$ cat src/rtl/multicycle_control.sv
// Multi-cycle control sequencer for the 4-bit-opcode ISA.
// Drives the shared ALU, memory, PC and register file one state at a time.
module multicycle_control (
  input  logic       clk,
  input  logic       reset,
  input  logic [3:0] opCode,
  input  logic       zero,
  input  logic       memReady,
  output logic       pcWriteEn,
  output logic       irWrite,
  output logic       iorD,
  output logic       memRead,
  output logic       memWrite,
  output logic       memToReg,
  output logic       regDst,
  output logic       regWrite,
  output logic       aluSrcA,
  output logic [1:0] aluSrcB,
  output logic [2:0] aluOp,
  output logic       pcSource,
  output logic       instrDone,
  output logic       illegalOp,
  output logic [3:0] stateOut
);

  typedef enum logic [3:0] {
    S_FETCH  = 4'd0,
    S_DECODE = 4'd1,
    S_ADDR   = 4'd2,
    S_MEM_RD = 4'd3,
    S_WB_MEM = 4'd4,
    S_MEM_WR = 4'd5,
    S_EXEC_R = 4'd6,
    S_WB_R   = 4'd7,
    S_BRANCH = 4'd8
  } state_e;

  localparam logic [2:0] ALU_ADD = 3'b010;
  localparam logic [2:0] ALU_SUB = 3'b110;

  state_e state_q;

  logic op_r;
  logic op_lw;
  logic op_sw;
  logic op_bne;
  logic pcWrite;
  logic branch;

  always_comb begin
    op_r   = 1'b0;
    op_lw  = 1'b0;
    op_sw  = 1'b0;
    op_bne = 1'b0;
    case (opCode)
      4'd0, 4'd1, 4'd2,
      4'd6, 4'd7: op_r   = 1'b1;
      4'd8:       op_lw  = 1'b1;
      4'd10:      op_sw  = 1'b1;
      4'd14:      op_bne = 1'b1;
      default:    ;
    endcase
  end

  always_ff @(posedge clk) begin
    if (reset) begin
      state_q <= S_FETCH;
    end else begin
      case (state_q)
        S_FETCH:
          if (memReady) state_q <= S_DECODE;
        S_DECODE:
          if (op_r)                state_q <= S_EXEC_R;
          else if (op_lw || op_sw) state_q <= S_ADDR;
          else if (op_bne)         state_q <= S_BRANCH;
          else                     state_q <= S_FETCH;
        S_ADDR:
          if (op_lw)      state_q <= S_MEM_RD;
          else if (op_sw) state_q <= S_MEM_WR;
          else            state_q <= S_FETCH;
        S_MEM_RD:
          if (memReady) state_q <= S_WB_MEM;
        S_MEM_WR:
          if (memReady) state_q <= S_FETCH;
        S_EXEC_R: state_q <= S_WB_R;
        S_WB_R:   state_q <= S_FETCH;
        S_WB_MEM: state_q <= S_FETCH;
        S_BRANCH: state_q <= S_FETCH;
        default:  state_q <= S_FETCH;
      endcase
    end
  end

  // Reset gates every output combinationally so nothing writes mid-reset.
  always_comb begin
    pcWrite   = 1'b0;
    branch    = 1'b0;
    irWrite   = 1'b0;
    iorD      = 1'b0;
    memRead   = 1'b0;
    memWrite  = 1'b0;
    memToReg  = 1'b0;
    regDst    = 1'b0;
    regWrite  = 1'b0;
    aluSrcA   = 1'b0;
    aluSrcB   = 2'b00;
    aluOp     = 3'b000;
    pcSource  = 1'b0;
    instrDone = 1'b0;
    illegalOp = 1'b0;
    if (!reset) begin
      case (state_q)
        S_FETCH: begin
          memRead = 1'b1;
          aluSrcB = 2'b01;
          aluOp   = ALU_ADD;
          irWrite = memReady;
          pcWrite = memReady;
        end
        S_DECODE: begin
          aluSrcB = 2'b11;
          aluOp   = ALU_ADD;
          if (!(op_r || op_lw || op_sw || op_bne)) begin
            illegalOp = 1'b1;
            instrDone = 1'b1;
          end
        end
        S_EXEC_R: begin
          aluSrcA = 1'b1;
          aluOp   = opCode[2:0];
        end
        S_WB_R: begin
          regDst    = 1'b1;
          regWrite  = 1'b1;
          instrDone = 1'b1;
        end
        S_ADDR: begin
          aluSrcA = 1'b1;
          aluSrcB = 2'b10;
          aluOp   = ALU_ADD;
        end
        S_MEM_RD: begin
          memRead = 1'b1;
          iorD    = 1'b1;
        end
        S_WB_MEM: begin
          memToReg  = 1'b1;
          regWrite  = 1'b1;
          instrDone = 1'b1;
        end
        S_MEM_WR: begin
          memWrite  = 1'b1;
          iorD      = 1'b1;
          instrDone = memReady;
        end
        S_BRANCH: begin
          aluSrcA   = 1'b1;
          aluOp     = ALU_SUB;
          branch    = 1'b1;
          pcSource  = 1'b1;
          instrDone = 1'b1;
        end
        default: ;
      endcase
    end
  end

  assign pcWriteEn = pcWrite | (branch & ~zero);
  assign stateOut  = reset ? 4'd0 : state_q;

endmodule

$ cat config.mk
export PLATFORM = sky130hd
export DESIGN_NAME = multicycle_control
export DESIGN_NICKNAME = d
export VERILOG_FILES = /design/src/rtl/multicycle_control.sv
export SDC_FILE = /design/constraint.sdc
export NUM_CORES = 1
export LEC_CHECK = 0
export CORE_UTILIZATION = 30
export CTS_CLUSTER_DIAMETER = 150
export DETAILED_ROUTE_END_ITERATION = 8
export MAX_ROUTING_LAYER = met4
export SYNTH_ARGS = -nofsm -noshare
export SYNTH_HDL_FRONTEND = slang
export SYNTH_SLANG_ARGS = --single-unit
$ cat constraint.sdc
create_clock -name clk -period 1.6 [get_ports clk]
set_input_delay 0.48 -clock clk [delete_from_list [all_inputs] [get_ports clk]]
set_output_delay 0.48 -clock clk [all_outputs]
set_load 0.05 [all_outputs]
==> impl_metrics.json, run 1 <==
{
  "synth_cell_types": 43,
  "yosysWarnings": 0,
  "gp_congestion": 0.781,
  "rows": 16,
  "cts_buffer_depth": 2,
  "fp.dieH_um": 47.7,
  "ys_ff_latch": 4,
  "port_buffers": 28,
  "avgSynthCellArea_um2": 7.11,
  "synthCells": 88,
  "die_x_um": 47.7,
  "grt_max_degree": 9,
  "outcome": "stopped before the end",
  "dp_hpwl_um": 2130,
  "synth_ff_type": "dfxtp_1",
  "postCtsHoldBufs": 0,
  "worst_endpoint": "aluOp[1]",
  "dp_cells": 173,
  "synth.area.top_cells": "dfxtp_1, nor2_1, nand2_1, a21oi_1, nand2b_1",
  "yosysSeqAreaShare_pct": 12.8,
  "cts_htree_levels": 1,
  "cts_sinks": 4,
  "synth.net_count": 96,
  "yosys.area.top_type": "dfxtp_1",
  "cts_buffers": 3,
  "yosysTopAreaCellShare_pct": 12.8,
  "error": "[ERROR DPL-0038] Utilization greater than 100%, impossible to legalize",
  "haltStage": "5_1_grt",
  "yosysMostFrequentCell": "nor2_1",
  "ios": 29,
  "synth_edf_count": 0,
  "synth_commonest_cells": "nor2_1, nand2_1, a21oi_1, nor3_1, o21ai_0",
  "synth_area_um2": 626,
  "worst-ep-kind": "top-level output",
  "start_util_pct": 31.9,
  "root_buffer": "clkbuf_4",
  "async_flop_share_pct": 0
}
-- timing repair --
action,in CTS
setup buffers,14
gates resized for setup,54
pin swaps,22
endpoints found under the setup margin,23
-- logic make-up after synthesis --
family,Yosys count,synth area share [%]
xor+xnor,1,1.40
buf+inv,10,10.2
simple gates,49,47.6
flops,4,12.8
mux,1,1.60
compound gates,23,26.4
-- through the flow --
| step | instance area (um^2) | util (%) | hold slack (ps) | setup slack [ps] |
|---|---|---|---|---|
| global placement | 1620 | 82.5 | 787 | -663 |
| floorplan | 925 | - | 583 | -353 |
| detailed placement | 1620 | 82.5 | 790 | -719 |
| CTS | 1870 | 95.3 | 739 | -307 |
==> run 2: changes to the inputs <==
CORE_AREA = 2 2 63 65   (was not set)
CORE_UTILIZATION = not set   (was 30)
CTS_CLUSTER_DIAMETER = not set   (was 150)
DIE_AREA = 0 0 65 67   (was not set)
MAX_ROUTING_LAYER = not set   (was met4)
PLACE_DENSITY_LB_ADDON = 0.15   (was not set)
==> run 2 against run 1 <==
Against the previous run:
- the flow now finishes, with violations (negative setup slack)
- synthesized cell count unchanged
- synthesized area unchanged
==> impl_metrics.json, run 2 <==
{
  "worstPathCellList": "clkdlybuf4s15_2 -> buf_6 -> nand2b_4 -> a21oi_4 -> o21bai_4 -> buf_12",
  "cp-end-kind": "output port",
  "die-area_mm2": 0.00436,
  "ir_drop_v": 0.000441,
  "regMostFlops": "state_q",
  "slew_viol_final": 0,
  "arrival_ps": 1400,
  "grt_max_degree": 11,
  "firstDrtPassIters": 4,
  "yosysTopAreaCellShare_pct": 12.8,
  "syn2layout_area_growth_pct": 212,
  "p_seq_share_pct": 13.7,
  "final_common_cell": "buf_4",
  "async_flop_share_pct": 0,
  "wl_met1_um": 1140,
  "die_x_um": 65,
  "yosysSeqAreaShare_pct": 12.8,
  "start_util_pct": 17.3,
  "top_layer": "met3",
  "post_drt_wl_per_cell_um": 12.5,
  "grt_setup_unrepaired": "true",
  "cts_buffer_depth": 2,
  "clk_latency_ps": 220,
  "place_area_mm2": 0.00166,
  "hold_viol": 0,
  "period_share_pct": 117,
  "cp_max_fo": 5,
  "drt_iter0_markers": 22,
  "avgSynthCellArea_um2": 7.11,
  "cts_htree_levels": 1,
  "drc_errors": 0,
  "gp_congestion": 0.713,
  "yosysWarnings": 0,
  "outcome": "finished with violations",
  "postCtsHoldBufs": 0,
  "yosys.area.top_type": "dfxtp_1",
  "drt-vias-per-instance": 4.42,
  "final_util_pct": 54.2,
  "synth.area.top_cells": "dfxtp_1, nor2_1, nand2_1, a21oi_1, nand2b_1",
  "postRouteAntennaNets": 0,
  "synth_cell_types": 43,
  "synthCells": 88,
  "p_sw_uw": 322,
  "power.leakage_nw": 0.772,
  "port_buffers": 28,
  "grt-ovfl-total": 0,
  "p_comb_share_pct": 61.1,
  "power.density_mw_per_mm2": 453,
  "cp_data_required_time_ps": 1120,
  "setup-violations-final": 18,
  "pwr-share-clk_pct": 25.2,
  "reg_top3": "state_q x4",
  "clock_skew_ps": 3.20,
  "synth_commonest_cells": "nor2_1, nand2_1, a21oi_1, nor3_1, o21ai_0",
  "grt_usage_pct": 12.6,
  "antenna_cells": 0,
  "route.met2.wl_um": 1400,
  "antenna_found_initial": 0,
  "final_cell_count_no_fill": 208,
  "synth_ff_type": "dfxtp_1",
  "cts_buffers": 3,
  "place_ws_ps": -724,
  "slew_headroom_pct": 81.9,
  "cts_tree": "built",
  "clk_pin_slew_ps": 30,
  "cts_sinks": 4,
  "grt_pass1_wl_um": 4360,
  "yosysMostFrequentCell": "nor2_1",
  "ios": 29,
  "synth_area_um2": 626,
  "core_area_mm2": 0.00361,
  "rows": 22,
  "dp_hpwl_um": 2030,
  "ys_ff_latch": 4,
  "p_int_uw": 562,
  "layout-drive-gt1-share_pct": 78.8,
  "fp.dieH_um": 67,
  "dp_cells": 193,
  "synth.net_count": 96,
  "grt_pass1_vias": 946,
  "fin_setup_tns_ps": -3400,
  "hp-class": "primary input to register",
  "largest_reg_flops": 4,
  "crit_type": "primary input to output port",
  "max_freq_ghz": 0.532,
  "startpoint_type": "primary input",
  "critPathSlowestCell": "clkdlybuf4s15_2",
  "most-common-layout-cells": "buf_4, buf_12, buf_6",
  "drt-total-wl_um": 2610,
  "root_buffer": "clkbuf_8",
  "layout_min_cycle_time_ps": 1880,
  "swShare_pct": 36.4,
  "route.met3.wl_um": 66,
  "finalNetCount": 169,
  "worst_pin_slew_ps": 270,
  "max_stage_delay_ps": 210,
  "setup_ws_ps": -280,
  "cap_viol_max_count": 0,
  "violations": "negative setup slack",
  "num_vias": 920,
  "fin_area_mm2": 0.00195,
  "synth_edf_count": 0
}
run 2: cell counts after synthesis:
No cell type changed its count.
run 2: path summary, 6_finish.rpt:
path | end | from | cells past startpoint | slack, ps
hold reg to reg | state_q[1] | state_q[3] | 3 | 810
setup reg to reg | state_q[2] | state_q[0] | 6 | 190
setup / recovery | instrDone | opCode[1] | 6 | -280
hold / removal | state_q[3] | opCode[1] | 4 | 760
run 2: area by class of cell:
cell class	count	area, um^2
fillers	328	1650
repair buffers	76	948
multi-input cells	74	797
flip-flops and latches	4	95.1
well taps	48	60.1
clock buffers	4	45.0
inverters	2	7.51
run 2: logic make-up (layout without fill, tap and decap cells):
| logic type | after synthesis | count (layout) | share of synthesized area (%) |
|---|---|---|---|
| AOI/OAI and AO/OA | 23 | 23 | 26.4 |
| buffers and inverters | 10 | 82 | 10.2 |
| DFF | 4 | 4 | 12.8 |
| muxes | 1 | 1 | 1.60 |
| xor gates and xnor gates | 1 | 1 | 1.40 |
| and+or+nand+nor | 49 | 49 | 47.6 |
run 2: timing repair:
action | in CTS | in global routing
resized for setup | 55 | 15
buffers inserted | 10 | 3
setup endpoints to repair | 23 | 21
pin swaps | 16 | 10
run 2: layer usage:
metal,GRT usage (%),up-vias
met5,0,-
met1,15.7,439
met2,23.5,16
met4,3.19,0
li1,-,465
met3,0.845,0
run 2: stage by stage:
step	hold slack [ps]	power (mW)
2_1_floorplan	583	0.391
3_3_place_gp	715	0.586
3_5_place_dp	733	0.591
4_1_cts	738	0.873
5_1_grt	777	0.925
6_report	757	0.884
run 2: power by group through the flow:
stage          Sequential, mW  Combinational (mW)  Clock (mW)
2_1_floorplan           0.110               0.282           0
3_3_place_gp            0.121               0.466           0
3_5_place_dp            0.122               0.470           0
4_1_cts                 0.119               0.523       0.231
5_1_grt                 0.122               0.566       0.237
6_report                0.121               0.540       0.223
run 2: worst max-delay path, delay by kind of cell:
| kind | cells | cell delay (ps) |
|---|---|---|
| buf+inv | 3 | 490 |
| compound gates | 2 | 290 |
| simple gates | 1 | 140 |
Note: power is estimated with default switching activity, not from simulation.
